File: config.mk
export PLATFORM = sky130hd
export DESIGN_NAME = draw_sweep_ctrl
export DESIGN_NICKNAME = d
export VERILOG_FILES = /design/src/rtl/draw_sweep_ctrl.sv
export SDC_FILE = /design/constraint.sdc
export NUM_CORES = 1
export LEC_CHECK = 0
export CAP_MARGIN = 20
export CORE_MARGIN = 8
export CORE_UTILIZATION = 25
export DETAILED_ROUTE_END_ITERATION = 8
export GPL_ROUTABILITY_DRIVEN = 0
export HOLD_SLACK_MARGIN = 0.06
export PLACE_DENSITY = 0.58
export REMOVE_ABC_BUFFERS = 1
export SYNTH_ARGS = -nofsm -noshare
export SYNTH_HDL_FRONTEND = slang
export SYNTH_SLANG_ARGS = --single-unit
File: constraint.sdc
create_clock -name clk -period 1.9 [get_ports clk]
set_input_delay 0.285 -clock clk [delete_from_list [all_inputs] [get_ports clk]]
set_output_delay 0.285 -clock clk [all_outputs]
set_load 0.01 [all_outputs]
File: src/rtl/draw_sweep_ctrl.sv
// Draw-path address sweep sequencer: walks a range of pair indices, issuing
// one even/odd write pair per accepted mem_ready, with start/busy/done/abort.
module draw_sweep_ctrl #(
  parameter int IDX_W  = 13,
  parameter int DATA_W = 8
) (
  input  logic              clk,
  input  logic              reset,
  input  logic              start,
  input  logic [IDX_W-1:0]  base_idx,
  input  logic [IDX_W:0]    count,
  input  logic [DATA_W-1:0] color,
  input  logic              abort,
  input  logic              mem_ready,
  output logic              we,
  output logic [IDX_W:0]    addr_a,
  output logic [IDX_W:0]    addr_b,
  output logic [DATA_W-1:0] wdata,
  output logic              busy,
  output logic              done,
  output logic [IDX_W:0]    pairs_written
);

  typedef enum logic [1:0] {
    S_IDLE  = 2'd0,
    S_WRITE = 2'd1,
    S_DONE  = 2'd2
  } state_t;

  localparam logic [IDX_W-1:0] IDX_ZERO = {IDX_W{1'b0}};
  localparam logic [IDX_W-1:0] IDX_ONE  = {{(IDX_W-1){1'b0}}, 1'b1};
  localparam logic [IDX_W:0]   CNT_ZERO = {(IDX_W+1){1'b0}};
  localparam logic [IDX_W:0]   CNT_ONE  = {{IDX_W{1'b0}}, 1'b1};

  state_t              state_q, state_d;
  logic [IDX_W-1:0]    idx_q, idx_d;
  logic [IDX_W:0]      remain_q, remain_d;
  logic [DATA_W-1:0]   wdata_q, wdata_d;
  logic [IDX_W:0]      pw_q, pw_d;
  logic                we_q, we_d;
  logic                busy_q, busy_d;
  logic                done_q, done_d;
  logic                accept_s;
  logic                finish_s;

  assign accept_s = (state_q == S_WRITE) && mem_ready;
  // The sweep ends on the last accepted pair or on abort, whichever comes first.
  assign finish_s = (state_q == S_WRITE) && (abort || (mem_ready && (remain_q == CNT_ONE)));

  // Next-state and next-output computation.
  always_comb begin
    state_d  = state_q;
    idx_d    = idx_q;
    remain_d = remain_q;
    wdata_d  = wdata_q;
    pw_d     = pw_q;
    we_d     = we_q;
    busy_d   = busy_q;
    done_d   = 1'b0;
    case (state_q)
      S_IDLE: begin
        if (start) begin
          pw_d = CNT_ZERO;
          if (count != CNT_ZERO) begin
            state_d  = S_WRITE;
            idx_d    = base_idx;
            remain_d = count;
            wdata_d  = color;
            we_d     = 1'b1;
            busy_d   = 1'b1;
          end else begin
            state_d = S_DONE;
            done_d  = 1'b1;
          end
        end else begin
          we_d   = 1'b0;
          busy_d = 1'b0;
        end
      end
      S_WRITE: begin
        if (accept_s) begin
          idx_d    = idx_q + IDX_ONE;
          remain_d = remain_q - CNT_ONE;
          pw_d     = pw_q + CNT_ONE;
        end else begin
          idx_d    = idx_q;
          remain_d = remain_q;
        end
        if (finish_s) begin
          state_d = S_DONE;
          we_d    = 1'b0;
          busy_d  = 1'b0;
          done_d  = 1'b1;
        end else begin
          we_d   = 1'b1;
          busy_d = 1'b1;
        end
      end
      S_DONE: begin
        state_d = S_IDLE;
        we_d    = 1'b0;
        busy_d  = 1'b0;
      end
      default: begin
        state_d = S_IDLE;
        we_d    = 1'b0;
        busy_d  = 1'b0;
      end
    endcase
  end

  // State and output registers with asynchronous active-low reset.
  always_ff @(posedge clk or negedge reset) begin
    if (!reset) begin
      state_q  <= S_IDLE;
      idx_q    <= IDX_ZERO;
      remain_q <= CNT_ZERO;
      wdata_q  <= {DATA_W{1'b0}};
      pw_q     <= CNT_ZERO;
      we_q     <= 1'b0;
      busy_q   <= 1'b0;
      done_q   <= 1'b0;
    end else begin
      state_q  <= state_d;
      idx_q    <= idx_d;
      remain_q <= remain_d;
      wdata_q  <= wdata_d;
      pw_q     <= pw_d;
      we_q     <= we_d;
      busy_q   <= busy_d;
      done_q   <= done_d;
    end
  end

  assign we            = we_q;
  assign addr_a        = {idx_q, 1'b0};
  assign addr_b        = {idx_q, 1'b1};
  assign wdata         = wdata_q;
  assign busy          = busy_q;
  assign done          = done_q;
  assign pairs_written = pw_q;

endmodule

=== Yosys cells after proc, flatten, opt, wreduce, memory -nomap -nowiden ===
Index checks and enable logic that the tools add are counted.

* Flip-flop bits (word level): 53
* Output and inout port bits: 53

* Add/subtract/negate cells: 3
* Muxes and demuxes: 23
* Equality and inequality tests: 7
* Reductions and logical operators: 11

{| class="wikitable"
|+ Operators with widths
! kind !! number
|-
| $mux 14 || 5
|-
| $pmux 14 s2 || 2
|-
| $mux 13 || 3
|-
| $pmux 13 s2 || 1
|-
| $add 14x1->14 const B || 1
|-
| $eq 14x1->1 const B || 1
|-
| $reduce_bool 14->1 || 1
|-
| $sub 14x1->14 const B || 1
|-
| $add 13x1->13 const B || 1
|-
| $ne 2x2->1 const B || 4
|-
| $mux 1 || 6
|-
| $mux 2 || 3
|-
| $reduce_and 3->1 || 2
|-
| $pmux 1 s2 || 2
|-
| $pmux 2 s2 || 1
|-
| $reduce_and 4->1 || 1
|-
| $logic_and 1x1->1 || 3
|-
| $ne 3x3->1 const B || 1
|-
| $eq 2x1->1 const B || 1
|-
| $logic_not 2->1 || 1
|-
| $reduce_and 2->1 || 1
|-
| $reduce_bool 2->1 || 1
|-
| $logic_or 1x1->1 || 1
|}

=== Longest topological paths before layout ===
* Depth in word-level cells: 6
* Depth in mapped cells: 7
* Gate-level depth less buffers: 6

=== Worst setup path before layout ===
OpenSTA, ideal clock, no wires.

* Path kind: register to register
* From: register state_q[0]
* To: register wdata_q[0], in the netlist wdata[0]
* Path slack: 0.028 ns
* Setup time: 0.125 ns
* Arrival time: 1.747 ns
* Clock period less this slack: 1.872 ns
* Cell stages (with the launch flop): 7
* Buffers on the path: 3
* Cells stage by stage: dfrtp_1 > buf_4 > or3b_2 > buf_2 > nor2_1 > buf_4 > mux2_2

* Cells in the longest elaborated chain, start to end: 2

{| class="wikitable"
|+ Ends and longest elaborated chain
! what !! line !! source
|-
| start, declared || 35 || <nowiki>state_t state_q, state_d;</nowiki>
|-
| start signal, assigned || 124 || <nowiki>state_q <= state_d;</nowiki>
|-
| $logic_not 2->1 || 60 || <nowiki>case (state_q)</nowiki>
|-
| $reduce_and 3->1 (no line) || -- ||
|-
| end signal, assigned || 118 || <nowiki>wdata_q <= {DATA_W{1'b0}};</nowiki>
|-
| end signal, assigned || 127 || <nowiki>wdata_q <= wdata_d;</nowiki>
|-
| end, declared || 38 || <nowiki>logic [DATA_W-1:0] wdata_q, wdata_d;</nowiki>
|}

No other way between the ends.
A chain may end at the register's enable or synchronous reset.

=== Final worst setup path ===
* From: input port start
* To: register wdata_q[4], in the netlist wdata[4]

* Cells in the longest elaborated chain, start to end: 1

{| class="wikitable"
|+ Ends and longest elaborated chain
! what !! line !! source
|-
| start, declared || 9 || <nowiki>input logic start,</nowiki>
|-
| $reduce_and 3->1 (no line) || -- ||
|}

No other way between the ends.

==> results_dict.tcl <==
set metrics [dict create \
    io_buffer_count 90 \
    row_count 40 \
    synthesis_to_finish_area_growth_pct 49.3 \
    first_iter_violations 222 \
    final_setup_skew_ns 0.0102 \
    firstDrtPassIters 4 \
    core-area_sq_um 12100 \
    finalSetupViolCount 0 \
    ys_ff_latch 53 \
    crit_fanout 8 \
    period_needed_ns 1.83 \
    final_layout_size_suffix_gt1_share_pct 19.3 \
    dp_worst_setup_slack_ns -0.286 \
    fillers 1242 \
    dr.max_layer_used "met4" \
    synthesis.area_sq_um 3110 \
    clock_insertion_delay_at_the_later_pin_of_the_skew_report_ns 0.29 \
    drt.antenna.violating_nets 0 \
    vdd_ir_drop_max_mv 0.653 \
    internal-power_uw 3770 \
    placedCellCount 611 \
    numCtsBuffers 5 \
    hold_path_startpoint "wdata[3]" \
    grt_max_degree 26 \
    maxSlewHeadroom_pct 56.5 \
    achievable_frequency_ghz 0.547 \
    worst_hold_path_type "flop to flop" \
    finalNonFillerCells 619 \
    routedLengthMet1_microns 4730 \
    fin_tns_setup_ns 0 \
    chipHeight_microns 127 \
    initial_utilization_pct 25.8 \
    end_kind "flop" \
    path_class "primary input to flop" \
    worstSetupStartpoint "start" \
    worst-slew-pin-transition_ns 0.652 \
    status "finished clean" \
    power.leakage_uw 0.00186 \
    netlist_cell_types 51 \
    grt_pass1_wl_microns 16700 \
    finalHoldViolations 0 \
    syn-instance-count 336 \
    postCtsSetupRepairBufs 0 \
    cts-htree-levels 2 \
    pwr-share-comb_pct 50.6 \
    clkPwrFrac_pct 17.0 \
    grt_antenna_before_repair 0 \
    drv_cap 0 \
    die_area_sq_um 16200 \
    remaining_drc_errors 0 \
    critical_path_arrival_ns 2.01 \
    clkTransAtPathRegs_ns 0.07 \
    seq_area_frac_synth_pct 42.7 \
    finalMaxSlewViolations 0 \
    die_x_microns 127 \
    postSynth.topFlopCell "dfrtp_1" \
    antenna_cells_inserted 0 \
    met2RoutedLength_microns 4810 \
    post-route-worst-setup-slack_ns 0.0718 \
    critPathRequiredTime_ns 2.08 \
    critical_path.startpoint_type "primary input" \
    leading_cell_type_in_the_layout_fill_and_taps_excluded "clkdlybuf4s50_1" \
    tritoncts_clock_tree "built" \
    fin_util_pct 38.4 \
    vias_per_cell 5.02 \
    worst_r2r_startpoint "remain_q[1]" \
    clockRootBuffer "clkbuf_16" \
    synthArstFlopShare_pct 100 \
    timing.final.crit_share_pct 96.2 \
    io_pins 93 \
    swShare_pct 37.5 \
    avgRoutedWirePerCell_microns 16.8 \
    pwr_density_cell_nw_per_um2 1300 \
    seq_power_share_pct 32.5 \
    netSwitchingPower_uw 2260 \
    routed_wirelength_microns 10400 \
    grt_overflow_total 0 \
    detailed_place_hpwl_microns 7970 \
    synth_area_per_cell_sq_um 9.25 \
    synth_warnings 0 \
    detailed_route_wirelength_on_metal3_microns 820 \
    global_route.usage.total_pct 12.5 \
    synth_edf_count 0 \
    layout_common_cells "clkdlybuf4s50_1, dfrtp_1, buf_4, nand2_1, nor2_1" \
    clock_path_buffers 2 \
    finalNetCount 495 \
    clk_sink_count 53 \
    number_of_global_route_vias_before_repair 3162 \
    vias 3107 \
]
kinds of logic (layout without fill, tap and decap cells):
kind of cell / Yosys count / in the layout / synth area share, %
AO/OA/AOI/OAI: 91 / 91 / 20.3
XOR/XNOR: 5 / 5 / 1.41
adder cells (fa/ha/maj): 4 / 4 / 1.61
buffers and inverters: 42 / 157 / 7.45
flip-flops: 53 / 53 / 42.7
multiplexers: 13 / 13 / 4.55
other: 2 / 2 / 0.242
AND/OR/NAND/NOR: 126 / 126 / 21.8
worst max-delay path: stages:
cell and delay, ns:
clkdlybuf4s50_1 0.47, or3b_2 0.50, nor2_2 0.21, buf_4 0.20, mux2_2 0.34
metrics by stage:
stage                     hold slack [ns]  cell area [sq um]  total power, uW
after floorplan                   -0.0106               2910             3250
after global placement              0.338               4420             4940
after detailed placement            0.347               4420             4970
after CTS                           0.514               4600             6040
after global routing                0.535               4640             6440
final                               0.511               4640             6030
power by group through the flow:
stage / clock (uW) / combinational, uW / sequential (uW)
2_1_floorplan: 0 / 1150 / 2100
3_3_place_gp: 0 / 2990 / 1950
3_5_place_dp: 0 / 3010 / 1960
4_1_cts: 1050 / 3040 / 1950
5_1_grt: 1100 / 3330 / 2020
6_report: 1020 / 3050 / 1960
layer usage:
| layer | up-vias | track usage (%) |
|---|---|---|
| met2 | 113 | 20.5 |
| met1 | 1516 | 16.2 |
| met4 | 0 | 1.75 |
| met5 | - | 0 |
| met3 | 2 | 3.70 |
| li1 | 1476 | - |
final timing paths:
kind / endpoint / slack, ns / depth (start not counted)
min: wdata[3] / 0.51 / 1
max: wdata[4] / 0.07 / 5
max reg2reg: remain_q[12] / 0.10 / 6
min reg2reg: wdata[3] / 0.51 / 1
max in group asynchronous: idx_q[0] / 0.74 / 3
min in group asynchronous: pairs_written[9] / 0.57 / 2
cell usage after synthesis (2+ instances only):
library cell   n  area [sq um]
a211oi_1       6          45.0
a21o_1         2          15.0
a21oi_1       14          70.1
a22o_1         3          26.3
a22oi_1        3          22.5
a2bb2oi_1      5          43.8
a31oi_1        9          56.3
a41oi_1        3          26.3
and3_1         7          43.8
and3b_1        2          17.5
and4_1         3          26.3
buf_2          5          25.0
buf_4         18           135
clkbuf_1      11          41.3
conb_1         2          7.51
dfrtp_1       53          1330
ha_1           4          50.1
inv_1          8          30.0
mux2_2         9           101
mux2i_1        4          40.0
nand2_1       29           109
nand2b_1       3          18.8
nand3_1        9          45.0
nand4_1        7          43.8
nor2_1        27           101
nor3_1         6          30.0
nor3b_1        3          22.5
nor4_1        13          81.3
o211ai_1       4          30.0
o21ai_0       13          65.1
o21bai_1       2          15.0
o22a_1         3          26.3
o22ai_1       11          68.8
o31ai_1        3          22.5
o32a_1         5          50.1
o41ai_1        2          17.5
or2_2          2          12.5
or3_1          4          25.0
or3b_2         2          17.5
or4_1          3          22.5
xnor2_1        4          35.0
flip-flops by register name, summed over array words and instances, names as in the netlist:
signal / cells
idx_q: 13
state_q: 2
pairs_written: 14
busy: 1
wdata: 8
remain_q: 14
done: 1
timing repair:
item	4_1_cts	5_1_grt
endpoints found under the setup margin	2	27
pin swaps	0	0
hold buffers	1	0
gates resized for setup	1	10
endpoints found under the hold margin	23	0
area by class of cell:
cell class | count | area [sq um] | area share (%)
Multi-Input combinational cell | 241 | 1600 | 34.4
Timing Repair Buffer | 142 | 1310 | 28.3
Sequential cell | 53 | 1330 | 28.6
Clock inverter | 2 | 35.0 | 0.756
Tap cell | 168 | 210 | 4.53
Inverter | 8 | 30.0 | 0.648
Clock buffer | 5 | 125 | 2.70
(Power assumes the default switching activity.)
